`src/rtl/cpu_program_sequencer.sv`:
```
// Program sequencer: feeds instruction/immediate words from a local program memory to the
// multi-cycle CPU core, tracking the CPU step counter with a shadow copy.
module cpu_program_sequencer #(
  parameter int unsigned DEPTH = 32,
  parameter int unsigned AW    = 5
) (
  input  logic          clk,
  input  logic          resetn,
  input  logic          load_we_i,
  input  logic [AW-1:0] load_addr_i,
  input  logic [15:0]   load_data_i,
  input  logic [AW:0]   prog_len_i,
  input  logic          start_i,
  input  logic          stop_i,
  input  logic          cpu_done_i,
  output logic          cpu_run_o,
  output logic [15:0]   cpu_din_o,
  output logic          busy_o,
  output logic          finish_o,
  output logic          err_o,
  output logic [1:0]    err_code_o,
  output logic [AW:0]   pc_o,
  output logic [15:0]   instr_count_o
);

  localparam logic [1:0] StIdle  = 2'd0;
  localparam logic [1:0] StAlign = 2'd1;
  localparam logic [1:0] StRun   = 2'd2;

  localparam logic [2:0] OpMv  = 3'd0;
  localparam logic [2:0] OpMvi = 3'd1;

  localparam logic [AW:0] LenMax = (AW+1)'(DEPTH);

  localparam logic [1:0] ErrNone  = 2'b00;
  localparam logic [1:0] ErrIll   = 2'b01;
  localparam logic [1:0] ErrTrunc = 2'b10;
  localparam logic [1:0] ErrDone  = 2'b11;

  logic [15:0] mem_q [DEPTH];

  logic [1:0]  state_q, state_d;
  logic [1:0]  sh_q, sh_d;
  logic [2:0]  op_q, op_d;
  logic [AW:0] pc_q, pc_d;
  logic [AW:0] len_q, len_d;
  logic [15:0] cnt_q, cnt_d;
  logic        err_q, err_d;
  logic [1:0]  code_q, code_d;
  logic        stop_pend_q, stop_pend_d;
  logic        finish_q, finish_d;

  logic [15:0] word_cur, word_imm;
  logic [AW:0] pc_plus1;
  logic [2:0]  op_cur;
  logic        end_norm, end_ill, end_trunc, bnd_stop;
  logic        run, clear_cond, retire, done_bad;

  // Program memory is intentionally not reset so contents survive across runs.
  always_ff @(posedge clk) begin
    if (load_we_i && (state_q == StIdle)) begin
      mem_q[load_addr_i] <= load_data_i;
    end
  end

  always_comb begin
    pc_plus1   = pc_q + (AW+1)'(1);
    word_cur   = mem_q[pc_q[AW-1:0]];
    word_imm   = mem_q[pc_plus1[AW-1:0]];
    op_cur     = word_cur[8:6];
    end_norm   = (pc_q >= len_q) || stop_pend_q;
    end_ill    = op_cur[2];
    end_trunc  = (op_cur == OpMvi) && (pc_plus1 >= len_q);
    bnd_stop   = (state_q == StRun) && (sh_q == 2'd0) && (end_norm || end_ill || end_trunc);
    run        = (state_q == StRun) && !bnd_stop;
    // Mirrors the CPU's step-counter clear: MV/MVI finish at step 1, ADD/SUB at step 3.
    clear_cond = ((sh_q == 2'd1) && ((op_q == OpMv) || (op_q == OpMvi))) ||
                 ((sh_q == 2'd3) && (op_q[2:1] == 2'b01));
    retire     = run && clear_cond;
    done_bad   = run && (cpu_done_i != clear_cond);
  end

  always_comb begin
    cpu_din_o = 16'h0000;
    if (run && (sh_q == 2'd0)) begin
      cpu_din_o = word_cur;
    end else if (run && (sh_q == 2'd1) && (op_q == OpMvi)) begin
      cpu_din_o = word_imm;
    end
  end

  always_comb begin
    state_d     = state_q;
    sh_d        = retire ? 2'd0 : sh_q + 2'd1;
    op_d        = (run && (sh_q == 2'd0)) ? op_cur : op_q;
    pc_d        = pc_q;
    len_d       = len_q;
    cnt_d       = cnt_q;
    err_d       = err_q;
    code_d      = code_q;
    stop_pend_d = stop_pend_q | stop_i;
    case (state_q)
      StIdle: begin
        if (start_i) begin
          len_d       = (prog_len_i > LenMax) ? LenMax : prog_len_i;
          pc_d        = '0;
          cnt_d       = 16'h0000;
          err_d       = 1'b0;
          code_d      = ErrNone;
          stop_pend_d = stop_i;
          state_d     = (sh_q == 2'd3) ? StRun : StAlign;
        end
      end
      StAlign: begin
        if (sh_q == 2'd3) begin
          state_d = StRun;
        end
      end
      StRun: begin
        if (bnd_stop) begin
          state_d     = StIdle;
          stop_pend_d = 1'b0;
          if (!end_norm && end_ill) begin
            err_d  = 1'b1;
            code_d = ErrIll;
          end else if (!end_norm && end_trunc) begin
            err_d  = 1'b1;
            code_d = ErrTrunc;
          end
        end else begin
          if (retire) begin
            pc_d  = pc_q + ((op_q == OpMvi) ? (AW+1)'(2) : (AW+1)'(1));
            cnt_d = cnt_q + 16'h0001;
          end
          if (done_bad) begin
            state_d     = StIdle;
            stop_pend_d = 1'b0;
            err_d       = 1'b1;
            code_d      = ErrDone;
          end
        end
      end
      default: state_d = StIdle;
    endcase
    finish_d = (state_q == StRun) && (state_d == StIdle);
  end

  always_ff @(posedge clk or negedge resetn) begin
    if (!resetn) begin
      state_q     <= StIdle;
      sh_q        <= 2'd0;
      op_q        <= 3'd0;
      pc_q        <= '0;
      len_q       <= '0;
      cnt_q       <= 16'h0000;
      err_q       <= 1'b0;
      code_q      <= ErrNone;
      stop_pend_q <= 1'b0;
      finish_q    <= 1'b0;
    end else begin
      state_q     <= state_d;
      sh_q        <= sh_d;
      op_q        <= op_d;
      pc_q        <= pc_d;
      len_q       <= len_d;
      cnt_q       <= cnt_d;
      err_q       <= err_d;
      code_q      <= code_d;
      stop_pend_q <= stop_pend_d;
      finish_q    <= finish_d;
    end
  end

  assign cpu_run_o     = run;
  assign busy_o        = (state_q != StIdle);
  assign finish_o      = finish_q;
  assign err_o         = err_q;
  assign err_code_o    = code_q;
  assign pc_o          = pc_q;
  assign instr_count_o = cnt_q;

endmodule

```
`config.mk`:
```
export PLATFORM = sky130hd
export DESIGN_NAME = cpu_program_sequencer
export DESIGN_NICKNAME = d
export VERILOG_FILES = /design/src/rtl/cpu_program_sequencer.sv
export SDC_FILE = /design/constraint.sdc
export NUM_CORES = 1
export LEC_CHECK = 0
export CAP_MARGIN = 20
export CORE_ASPECT_RATIO = 2
export CORE_MARGIN = 2
export CORE_UTILIZATION = 62
export DETAILED_ROUTE_END_ITERATION = 10
export GPL_ROUTABILITY_DRIVEN = 0
export GPL_TIMING_DRIVEN = 1
export PLACE_DENSITY = 0.77
export SLEW_MARGIN = 0
export SYNTH_ARGS = -nofsm -noshare
export SYNTH_HDL_FRONTEND = slang
export SYNTH_SLANG_ARGS = --single-unit
```
`constraint.sdc`:
```
create_clock -name clk -period 5.24 [get_ports clk]
set_clock_uncertainty 0.05 [all_clocks]
set_input_delay 1.048 -clock clk [delete_from_list [all_inputs] [get_ports clk]]
set_output_delay 1.048 -clock clk [all_outputs]
set_load 0.02 [all_outputs]
```
==> impl_metrics.py, run 1 <==
metrics = {
    "critical_path": {
        "crit_required_ns": 4.14,
        "reg2regPathDepth": 4,
        "path_buf_inv": 3,
        "cp-start-kind": "flip-flop",
        "r2r-start": "state_q[1]$_DFF_PN0_",
        "arrival_ns": 4.02,
        "cpPeakStageDelay_ns": 0.64,
        "cp_slowest_cell": "clkdlybuf4s50_1",
        "reg2reg_slack_ns": 1.79,
        "worstSetupPathType": "flip-flop to output port",
        "reg2reg_to": "mem_q[25][10]$_DFFE_PP_",
        "cp_top_family": "buffers and inverters",
        "worstPathMaxFanout": 25,
        "setup.worst_path.end_class": "output port",
        "crit_chain": "buf_4, ha_4, buf_12, mux4_2, nand2_1, and3_1, a311oi_1, a31oi_1, o22ai_1, clkdlybuf4s50_1",
    },
    "clock_network": {
        "clk_pin_slew_ns": 0.06,
        "cts_htree_levels": 2,
        "cts_hold_buf": 0,
        "cts_tree": "yes",
        "cts_root_buf": "clkbuf_16",
        "clock_latency_ns": 0.58,
        "cts_inserted_buffers": 46,
        "cts_buffer_depth": 3,
        "clock_sinks": 552,
    },
    "power_and_ir_drop": {
        "ir_drop_mv": 0.359,
        "finalPower_w": 0.0130,
        "p_leak_nw": 9.58,
        "powerDensity_mw_per_mm2": 434,
    },
    "sta": {
        "tightest_slew_ns": 1.13,
        "min_period_over_period_pct": 97.6,
        "rsz0062_at_grt": "no",
        "worst_slack_ns": 0.124,
        "fin_crit_ns": 5.12,
        "setup_viol": 0,
        "max_freq_ghz": 0.195,
        "maxSlewViolCount": 0,
        "relSlewSlack_pct": 24.6,
        "hold_viol": 0,
        "hold_slack_ns": 0.459,
        "tns_ns": 0,
    },
    "drt": {
        "drc_errors": 0,
        "routed_wl_mm": 73.2,
        "viasPerCell": 7.52,
        "drtPass1Iterations": 6,
        "ant_nets": 0,
        "num_vias": 16100,
        "drtIter0Drc": 2050,
        "avgRoutedWirePerCell_um": 34.1,
    },
    "finish": {
        "seq_area_mm2": 0.0164,
        "final_cell_mix": "edfxtp_1, mux4_2, nand2_1",
        "area_growth_pct": 13.2,
        "layoutNonFillerInstCount": 2145,
        "fin_nets": 1616,
        "multi_input_area_mm2": 0.00970,
        "layout_commonest_cell": "edfxtp_1",
        "nFillCells": 2644,
        "drive_above_1_share_pct": 29.2,
    },
    "yosys": {
        "synthArstFlopShare_pct": 7.25,
        "ys.warnings.count": 0,
        "synth_seq_cells": 552,
        "ys_seq_area_share_pct": 62.0,
        "synth_cells": 1485,
        "synth_edf_count": 512,
        "ys.flop_type": "edfxtp_1",
        "ys_types": 62,
        "synth.area.top_cells": "edfxtp_1, mux4_2, dfrtp_1, nand2_1, mux2i_1",
        "synth_top_cell_area_share_pct": 58.2,
        "avgSynthCellArea_um2": 17.8,
        "synth.largest_area_cell": "edfxtp_1",
        "synthesis.nets": 1538,
        "syn-cell-area_mm2": 0.0264,
    },
    "global_routing": {
        "grt_pass1_vias": 16600,
        "grt_pass1_wl_mm": 108,
        "antenna_found_initial": 2,
        "grt_overflow": 0,
        "grt_max_degree": 81,
        "grtUsageTotal_pct": 34.1,
    },
    "placed_design": {
        "place_inst": 2051,
        "port_buffers": 76,
        "dpl.hpwl_mm": 42.3,
        "dpl_worst_slack_ns": 0.455,
    },
    "worst_hold_path": {
        "hold-path-cell-count": 1,
        "hold_end": "sh_q[0]$_DFF_PN0_",
        "hp-start": "sh_q[0]$_DFF_PN0_",
        "min_path_type": "flip-flop to flip-flop",
    },
    "floorplanning": {
        "die_area_mm2": 0.0443,
        "io_pins": 77,
        "start_util_pct": 62.4,
        "core_mm2": 0.0423,
        "die_h_um": 296,
        "rows": 107,
        "die_width_um": 150,
    },
    "flow_run": {
        "drv_cap": 0,
    },
    "status": {
        "status": "finished, final reports clean",
    },
}
-- cells in the mapped netlist (4+ instances only) --
master,number
edfxtp_1,512
mux4_2,273
nand2_1,167
clkbuf_1,50
nor2_1,49
nand3_1,43
dfrtp_1,40
mux2i_1,34
buf_2,29
a31oi_1,21
and3_1,20
ha_1,19
a311oi_1,17
o22ai_1,17
buf_1,16
inv_1,16
nand2b_1,15
a21oi_1,14
o21ai_0,12
nand3b_1,9
nand4_1,9
buf_4,7
mux2_2,7
o311ai_0,6
o41ai_1,6
a21o_1,5
a22o_1,5
a22oi_1,4
and2_1,4
nor2b_1,4
nor3_1,4
nor4_1,4
-- final cells by class --
| type | instances | area share [%] |
|---|---|---|
| clock buffers | 51 | 3.92 |
| diodes | 1 | 0.00838 |
| repair buffers | 136 | 5.13 |
| well taps | 545 | 2.28 |
| clock inverters | 33 | 1.14 |
| multi-input cells | 811 | 32.5 |
| inverters | 16 | 0.201 |
| flip-flops and latches | 552 | 54.9 |
-- per-layer routing --
layer	share of wire, %	vias to the layer above	routed length (um)	GRT usage (%)
met4	6.0	4	4420	18.2
met1	32	8239	23600	44.3
met5	0.040	-	29	0
met3	12	270	8790	7.82
li1	-	6356	-	-
met2	50	1272	36300	54.3
-- flip-flops by register name, summed over array words and instances (netlist names), 2 cells and up --
signal / count
op_q: 3
mem_q: 512
state_q: 2
len_q: 6
pc_o: 6
sh_q: 2
instr_count_o: 16
err_code_o: 2
-- logic make-up (layout without fill, tap and decap cells) --
logic type	Yosys count	after routing	synth area share, %
adder cells (fa/ha/maj)	20	20	0.976
AO/OA/AOI/OAI	126	126	3.45
multiplexers	317	317	25.2
buffers and inverters	122	236	2.10
AND/OR/NAND/NOR	342	342	6.07
XOR/XNOR	6	6	0.199
other	0	1	0
flip-flops	552	552	62.0
-- report_power, final --
group	internal, W	leakage, nW	switching (W)
registers	0.00491	5.14	0.0000870
clock network	0.00192	0.731	0.00159
logic	0.00227	3.72	0.00218
-- worst reg2reg max path, delay by kind of cell, from the launching register on --
kind | cells | cell delay (ns)
simple gates | 3 | 2.29
flops | 1 | 0.41
buf+inv | 1 | 0.37
-- worst max path at each step --
| stage | startpoint | to | cells after the start | slack (ns) |
|---|---|---|---|---|
| after global routing | pc_o[0]$_DFFE_PN0P_ | cpu_run_o | 10 | 0.03 |
| after global placement | pc_o[1]$_DFFE_PN0P_ | cpu_din_o[1] | 6 | 0.49 |
| after floorplan | pc_o[0]$_DFFE_PN0P_ | cpu_din_o[10] | 17 | 0.26 |
| after CTS | pc_o[0]$_DFFE_PN0P_ | cpu_din_o[7] | 10 | 0.007 |
| final | pc_o[0]$_DFFE_PN0P_ | cpu_din_o[0] | 10 | 0.12 |
| after detailed placement | pc_o[0]$_DFFE_PN0P_ | cpu_din_o[13] | 10 | 0.45 |
-- what timing repair did --
action,4_1_cts,5_1_grt
gates resized for setup,8,19
setup buffers,1,0
cloned,1,1
endpoints found under the setup margin,9,14
-- metrics by stage --
stage / instance area, um^2 / util, %
final: 29900 / 70.6
after floorplan: 26400 / -
after detailed placement: 28100 / 66.4
after global placement: 28100 / 66.4
after global routing: 29900 / 70.6
after CTS: 29700 / 70.1
Power figures use the tool's default switching activity.
==> run 2: changes to the inputs <==
--- a/config.mk
+++ b/config.mk
@@ -6,13 +6,13 @@
 export NUM_CORES = 1
 export LEC_CHECK = 0
 export CAP_MARGIN = 20
-export CORE_ASPECT_RATIO = 2
+export CORE_ASPECT_RATIO = 1.1
 export CORE_MARGIN = 2
-export CORE_UTILIZATION = 62
+export CORE_UTILIZATION = 30
 export DETAILED_ROUTE_END_ITERATION = 10
 export GPL_ROUTABILITY_DRIVEN = 0
 export GPL_TIMING_DRIVEN = 1
-export PLACE_DENSITY = 0.77
+export PLACE_DENSITY = 0.42
 export SLEW_MARGIN = 0
 export SYNTH_ARGS = -nofsm -noshare
 export SYNTH_HDL_FRONTEND = slang
==> impl_metrics.py, run 2 (synthesis gave the netlist of run 1 again) <==
metrics = {
    "status": {
        "status": "finished, final reports clean",
    },
    "finish": {
        "drive_above_1_share_pct": 31.8,
        "layout_commonest_cell": "edfxtp_1",
        "largest_reg_flops": 512,
        "nFillCells": 8304,
        "diodes": 0,
        "area_growth_pct": 19.7,
        "multi_input_area_mm2": 0.00963,
        "seq_area_mm2": 0.0164,
        "top_register": "mem_q",
        "design_area_mm2": 0.0316,
        "fin_nets": 1684,
        "final_cell_mix": "edfxtp_1, mux4_2, nand2_1",
        "layoutNonFillerInstCount": 2833,
    },
    "drt": {
        "drtIter0Drc": 1347,
        "routed_wl_mm": 86.8,
        "ant_nets": 0,
        "num_vias": 15600,
        "drtPass1Iterations": 5,
        "drc_errors": 0,
        "avgRoutedWirePerCell_um": 30.6,
        "viasPerCell": 5.51,
    },
    "sta": {
        "rsz0062_at_grt": "no",
        "maxSlewViolCount": 0,
        "relSlewSlack_pct": 30.0,
        "tns_ns": 0,
        "fin_crit_ns": 5.10,
        "max_freq_ghz": 0.196,
        "setup_viol": 0,
        "hold_viol": 0,
        "min_period_over_period_pct": 97.3,
        "worst_slack_ns": 0.144,
        "tightest_slew_ns": 1.05,
    },
    "power_and_ir_drop": {
        "comb_power_share_pct": 32.1,
        "finalPower_w": 0.0141,
        "ir_drop_mv": 0.385,
        "pwr-share-clk_pct": 32.4,
        "p_leak_nw": 9.99,
        "swShare_pct": 29.6,
        "p_int_w": 0.00991,
        "switching_power_w": 0.00416,
        "powerDensity_mw_per_mm2": 445,
        "p_seq_share_pct": 35.5,
    },
    "global_routing": {
        "antenna_found_initial": 1,
        "grt_max_degree": 82,
        "grtUsageTotal_pct": 19.4,
        "grt_overflow": 0,
        "grt_pass1_wl_mm": 125,
        "grt_pass1_vias": 16600,
    },
    "placed_design": {
        "port_buffers": 76,
        "dpl-instance-area_mm2": 0.0291,
        "place_inst": 2708,
        "dpl_worst_slack_ns": 0.457,
        "dpl.hpwl_mm": 53.4,
    },
    "floorplanning": {
        "io_pins": 77,
        "core_mm2": 0.0876,
        "die_area_mm2": 0.0904,
        "start_util_pct": 30.1,
        "rows": 114,
        "die_width_um": 287,
        "die_h_um": 315,
    },
    "clock_network": {
        "cts_htree_levels": 3,
        "clk_pin_slew_ns": 0.06,
        "cts_root_buf": "clkbuf_16",
        "cts_tree": "yes",
        "cts_inserted_buffers": 67,
        "clock_sinks": 552,
        "cts_buffer_depth": 3,
        "clock_latency_ns": 0.60,
    },
    "worst_hold_path": {
        "hp-start": "sh_q[0]$_DFF_PN0_",
        "hold-path-cell-count": 1,
        "hold_end": "sh_q[0]$_DFF_PN0_",
        "min_path_type": "flip-flop to flip-flop",
    },
    "critical_path": {
        "cp_slowest_cell": "dfrtp_4",
        "cp_top_family": "compound AO/OA/AOI/OAI gates",
        "crit_required_ns": 4.14,
        "reg2regPathDepth": 8,
        "crit_chain": "buf_6, ha_4, xnor2_2, inv_2, ha_1, a21oi_1, o21ai_0, a31o_2, a31oi_4, nand2_1, buf_12, o22ai_1, buf_4",
        "cp-start-kind": "flip-flop",
        "cpPeakStageDelay_ns": 0.58,
        "arrival_ns": 4.00,
        "setup.worst_path.end_class": "output port",
        "reg2reg_slack_ns": 1.83,
        "path_buf_inv": 4,
        "worstPathMaxFanout": 16,
        "worstSetupPathType": "flip-flop to output port",
        "reg2reg_to": "instr_count_o[0]$_DFFE_PN0P_",
        "r2r-start": "pc_o[0]$_DFFE_PN0P_",
    },
    "flow_run": {
        "drv_cap": 0,
    },
}
run 2: cell types whose count changed in the layout (fill, tap and decap cells not counted), sizes merged:
cell	before	now
diode	1	0
clkdlybuf4s50	61	59
bufinv	6	7
buf	58	110
clkbuf	53	90
dlymetal6s2s	13	1
clkinv	19	16
dlygate4sd2	1	8
inv	19	18
bufbuf	1	0
clkinvlp	5	1
run 2: layout make-up:
cell class | count | share of cell area (%)
tap | 1160 | 4.59
sequential | 552 | 51.9
inverter | 16 | 0.190
clock inverter | 26 | 0.954
clock buffer | 85 | 5.69
multi-input combinational | 811 | 30.5
timing repair buffer | 183 | 6.22
run 2: worst max-delay path by stage:
| stage | startpoint | end | slack (ns) | depth (start not counted) |
|---|---|---|---|---|
| after floorplan | pc_o[0]$_DFFE_PN0P_ | cpu_din_o[10] | 0.26 | 17 |
| after global placement | pc_o[0]$_DFFE_PN0P_ | cpu_din_o[9] | 0.47 | 10 |
| after detailed placement | pc_o[1]$_DFFE_PN0P_ | cpu_din_o[9] | 0.46 | 10 |
| after CTS | pc_o[0]$_DFFE_PN0P_ | cpu_din_o[3] | 0.05 | 10 |
| after global routing | pc_o[0]$_DFFE_PN0P_ | cpu_run_o | 0.02 | 9 |
| final | pc_o[0]$_DFFE_PN0P_ | cpu_din_o[14] | 0.14 | 13 |
run 2: metrics by stage:
step	util, %	hold slack [ns]
after floorplan	-	0.404
after global placement	33.2	0.438
after detailed placement	33.3	0.437
after CTS	35.7	0.451
after global routing	36.1	0.473
final	36.1	0.447
run 2: timing repair:
action | 4_1_cts | 5_1_grt
endpoints found under the setup margin | 9 | 2
gates cloned | 0 | 0
gates resized for setup | 11 | 4
hold buffers | 0 | 0
setup buffers | 2 | 0
endpoints found under the hold margin | 0 | 0
run 2: power by group through the flow:
stage / clock, W / sequential, W / combinational, W
floorplan: 0 / 0.00507 / 0.00329
global placement: 0 / 0.00511 / 0.00451
detailed placement: 0 / 0.00512 / 0.00448
CTS: 0.00468 / 0.00500 / 0.00455
global route: 0.00483 / 0.00501 / 0.00488
finish: 0.00455 / 0.00500 / 0.00452
run 2: routing by layer:
metal  track usage (%)  share of wire, %  up-vias
li1                  -                 -     6494
met1              26.5                44     8502
met2              31.6                48      512
met3              3.62               5.9      113
met4              5.87               2.4        2
met5                 0             0.012        -
run 2: worst register-to-register path, cell delays in order, from the launching register on:
cell and delay, ns:
dfrtp_4 0.56, buf_4 0.26, mux4_2 0.54, a22o_1 0.28
nor4b_4 0.35, a31o_2 0.25, a31oi_4 0.15, o21ai_2 0.48
mux2_2 0.39
==> run 3: changes to the inputs <==
--- a/config.mk
+++ b/config.mk
@@ -8,11 +8,10 @@
 export CAP_MARGIN = 20
 export CORE_ASPECT_RATIO = 1.1
 export CORE_MARGIN = 2
-export CORE_UTILIZATION = 30
+export CORE_UTILIZATION = 62
 export DETAILED_ROUTE_END_ITERATION = 10
 export GPL_ROUTABILITY_DRIVEN = 0
-export GPL_TIMING_DRIVEN = 1
-export PLACE_DENSITY = 0.42
+export PLACE_DENSITY = 0.77
 export SLEW_MARGIN = 0
 export SYNTH_ARGS = -nofsm -noshare
 export SYNTH_HDL_FRONTEND = slang
==> impl_metrics.py, run 3 (synthesis gave the netlist of run 1 again) <==
metrics = {
    "finish": {
        "final_cell_mix": "edfxtp_1, mux4_2, nand2_1",
        "layout_commonest_cell": "edfxtp_1",
        "fin_nets": 1643,
        "diodes": 0,
        "design_area_mm2": 0.0301,
        "drive_above_1_share_pct": 30.3,
        "largest_reg_flops": 512,
        "top_register": "mem_q",
        "area_growth_pct": 14.0,
        "layoutNonFillerInstCount": 2202,
    },
    "clock_network": {
        "cts_hold_buf": 0,
        "clk_pin_slew_ns": 0.07,
        "cts_buffer_depth": 3,
        "cts_htree_levels": 2,
        "cts_inserted_buffers": 54,
        "clock_latency_ns": 0.61,
        "clock_sinks": 552,
        "cts_tree": "yes",
        "cts_root_buf": "clkbuf_16",
    },
    "drt": {
        "drtPass1Iterations": 5,
        "viasPerCell": 7.21,
        "drc_errors": 0,
        "routed_wl_mm": 70.1,
        "drtIter0Drc": 2136,
        "num_vias": 15900,
        "ant_nets": 0,
        "avgRoutedWirePerCell_um": 31.8,
    },
    "global_routing": {
        "antenna_found_initial": 0,
        "grt_pass1_wl_mm": 105,
        "grt_pass1_vias": 16200,
        "grt_max_degree": 95,
        "grtUsageTotal_pct": 32.9,
        "grt_overflow": 0,
    },
    "status": {
        "status": "finished, final reports clean",
    },
    "critical_path": {
        "reg2regPathDepth": 8,
        "setup.worst_path.end_class": "output port",
        "arrival_ns": 4.05,
        "cp-start-kind": "flip-flop",
        "worstSetupPathType": "flip-flop to output port",
        "worstPathMaxFanout": 42,
        "crit_required_ns": 4.14,
    },
    "worst_hold_path": {
        "min_path_type": "flip-flop to flip-flop",
        "hold-path-cell-count": 1,
    },
    "floorplanning": {
        "die_area_mm2": 0.0443,
        "die_h_um": 220,
        "start_util_pct": 62.6,
        "io_pins": 77,
        "die_width_um": 201,
        "rows": 79,
        "core_mm2": 0.0422,
    },
    "power_and_ir_drop": {
        "ir_drop_mv": 0.330,
        "powerDensity_mw_per_mm2": 445,
        "finalPower_w": 0.0134,
        "p_leak_nw": 9.63,
    },
    "placed_design": {
        "place_inst": 2091,
        "dpl-instance-area_mm2": 0.0281,
        "dpl.hpwl_mm": 42.6,
        "port_buffers": 76,
        "dpl_worst_slack_ns": 0.359,
    },
    "sta": {
        "max_freq_ghz": 0.194,
        "rsz0062_at_grt": "no",
        "maxSlewViolCount": 0,
        "setup_viol": 0,
        "min_period_over_period_pct": 98.3,
        "tns_ns": 0,
        "relSlewSlack_pct": 29.9,
        "worst_slack_ns": 0.0873,
        "tightest_slew_ns": 1.05,
        "fin_crit_ns": 5.15,
        "hold_viol": 0,
    },
    "flow_run": {
        "drv_cap": 0,
    },
}
==> run 3: cell types whose count changed in the layout (fill, tap and decap cells not counted), moves of 7 or more <==
| cell | before | now |
|---|---|---|
| dlygate4sd2_1 | 8 | 0 |
| clkdlybuf4s50_1 | 59 | 71 |
| clkinv_2 | 1 | 13 |
| buf_12 | 13 | 6 |
| clkbuf_16 | 74 | 56 |
| buf_4 | 84 | 63 |
| clkbuf_1 | 15 | 8 |
| buf_16 | 8 | 1 |
==> run 3: power breakdown <==
part,leakage [nW],internal (W),switching [W]
clock,0.896,0.00234,0.00166
combinational,3.60,0.00221,0.00219
sequential,5.14,0.00492,0.0000721
total,9.63,0.00946,0.00392
==> run 3: through the flow <==
step | util, % | hold WS [ns]
after global routing | 71.3 | 0.474
final | 71.3 | 0.456
after floorplan | - | 0.404
after CTS | 71.1 | 0.454
after detailed placement | 66.6 | 0.437
after global placement | 66.6 | 0.430
==> run 3: layer usage <==
layer	track usage, %	up-vias	wire [um]
met5	0	-	0
met4	13.9	0	3020
met1	45.0	8218	24900
li1	-	6406	-
met2	53.4	1057	34100
met3	6.14	191	8040
==> run 3: layout make-up <==
class | count | area (um^2)
Sequential cell | 552 | 16400
Fill cell | 2572 | 12100
Multi-Input combinational cell | 811 | 9630
Timing Repair Buffer | 155 | 1510
Clock buffer | 65 | 1430
Tap cell | 567 | 709
Clock inverter | 36 | 380
Inverter | 16 | 60.1
==> run 3: final timing paths <==
check	start	end	slack, ns
setup / recovery	pc_o[0]$_DFFE_PN0P_	cpu_din_o[5]	0.09
hold / removal	err_code_o[0]$_DFFE_PN0P_	err_code_o[0]$_DFFE_PN0P_	0.46
hold reg to reg	err_code_o[0]$_DFFE_PN0P_	err_code_o[0]$_DFFE_PN0P_	0.46
setup reg to reg	pc_o[0]$_DFFE_PN0P_	instr_count_o[0]$_DFFE_PN0P_	2.06
max in group asynchronous	resetn	pc_o[0]$_DFFE_PN0P_	3.95
min in group asynchronous	resetn	instr_count_o[15]$_DFFE_PN0P_	0.53
==> run 3: what timing repair did <==
item,in CTS,in global routing
buffers inserted,6,2
pin swaps,0,0
resized for setup,4,10
setup endpoints to repair,16,15
gates cloned,0,0
==> run 3: worst max-delay path, stage by stage (launching register included) <==
cell and delay, ns:
dfrtp_4 0.56, buf_4 0.24, buf_4 0.58, mux4_2 0.39, nand2_1 0.06, and3_1 0.19
a311oi_1 0.46, a31oi_1 0.14, o22ai_1 0.17, clkdlybuf4s50_1 0.62
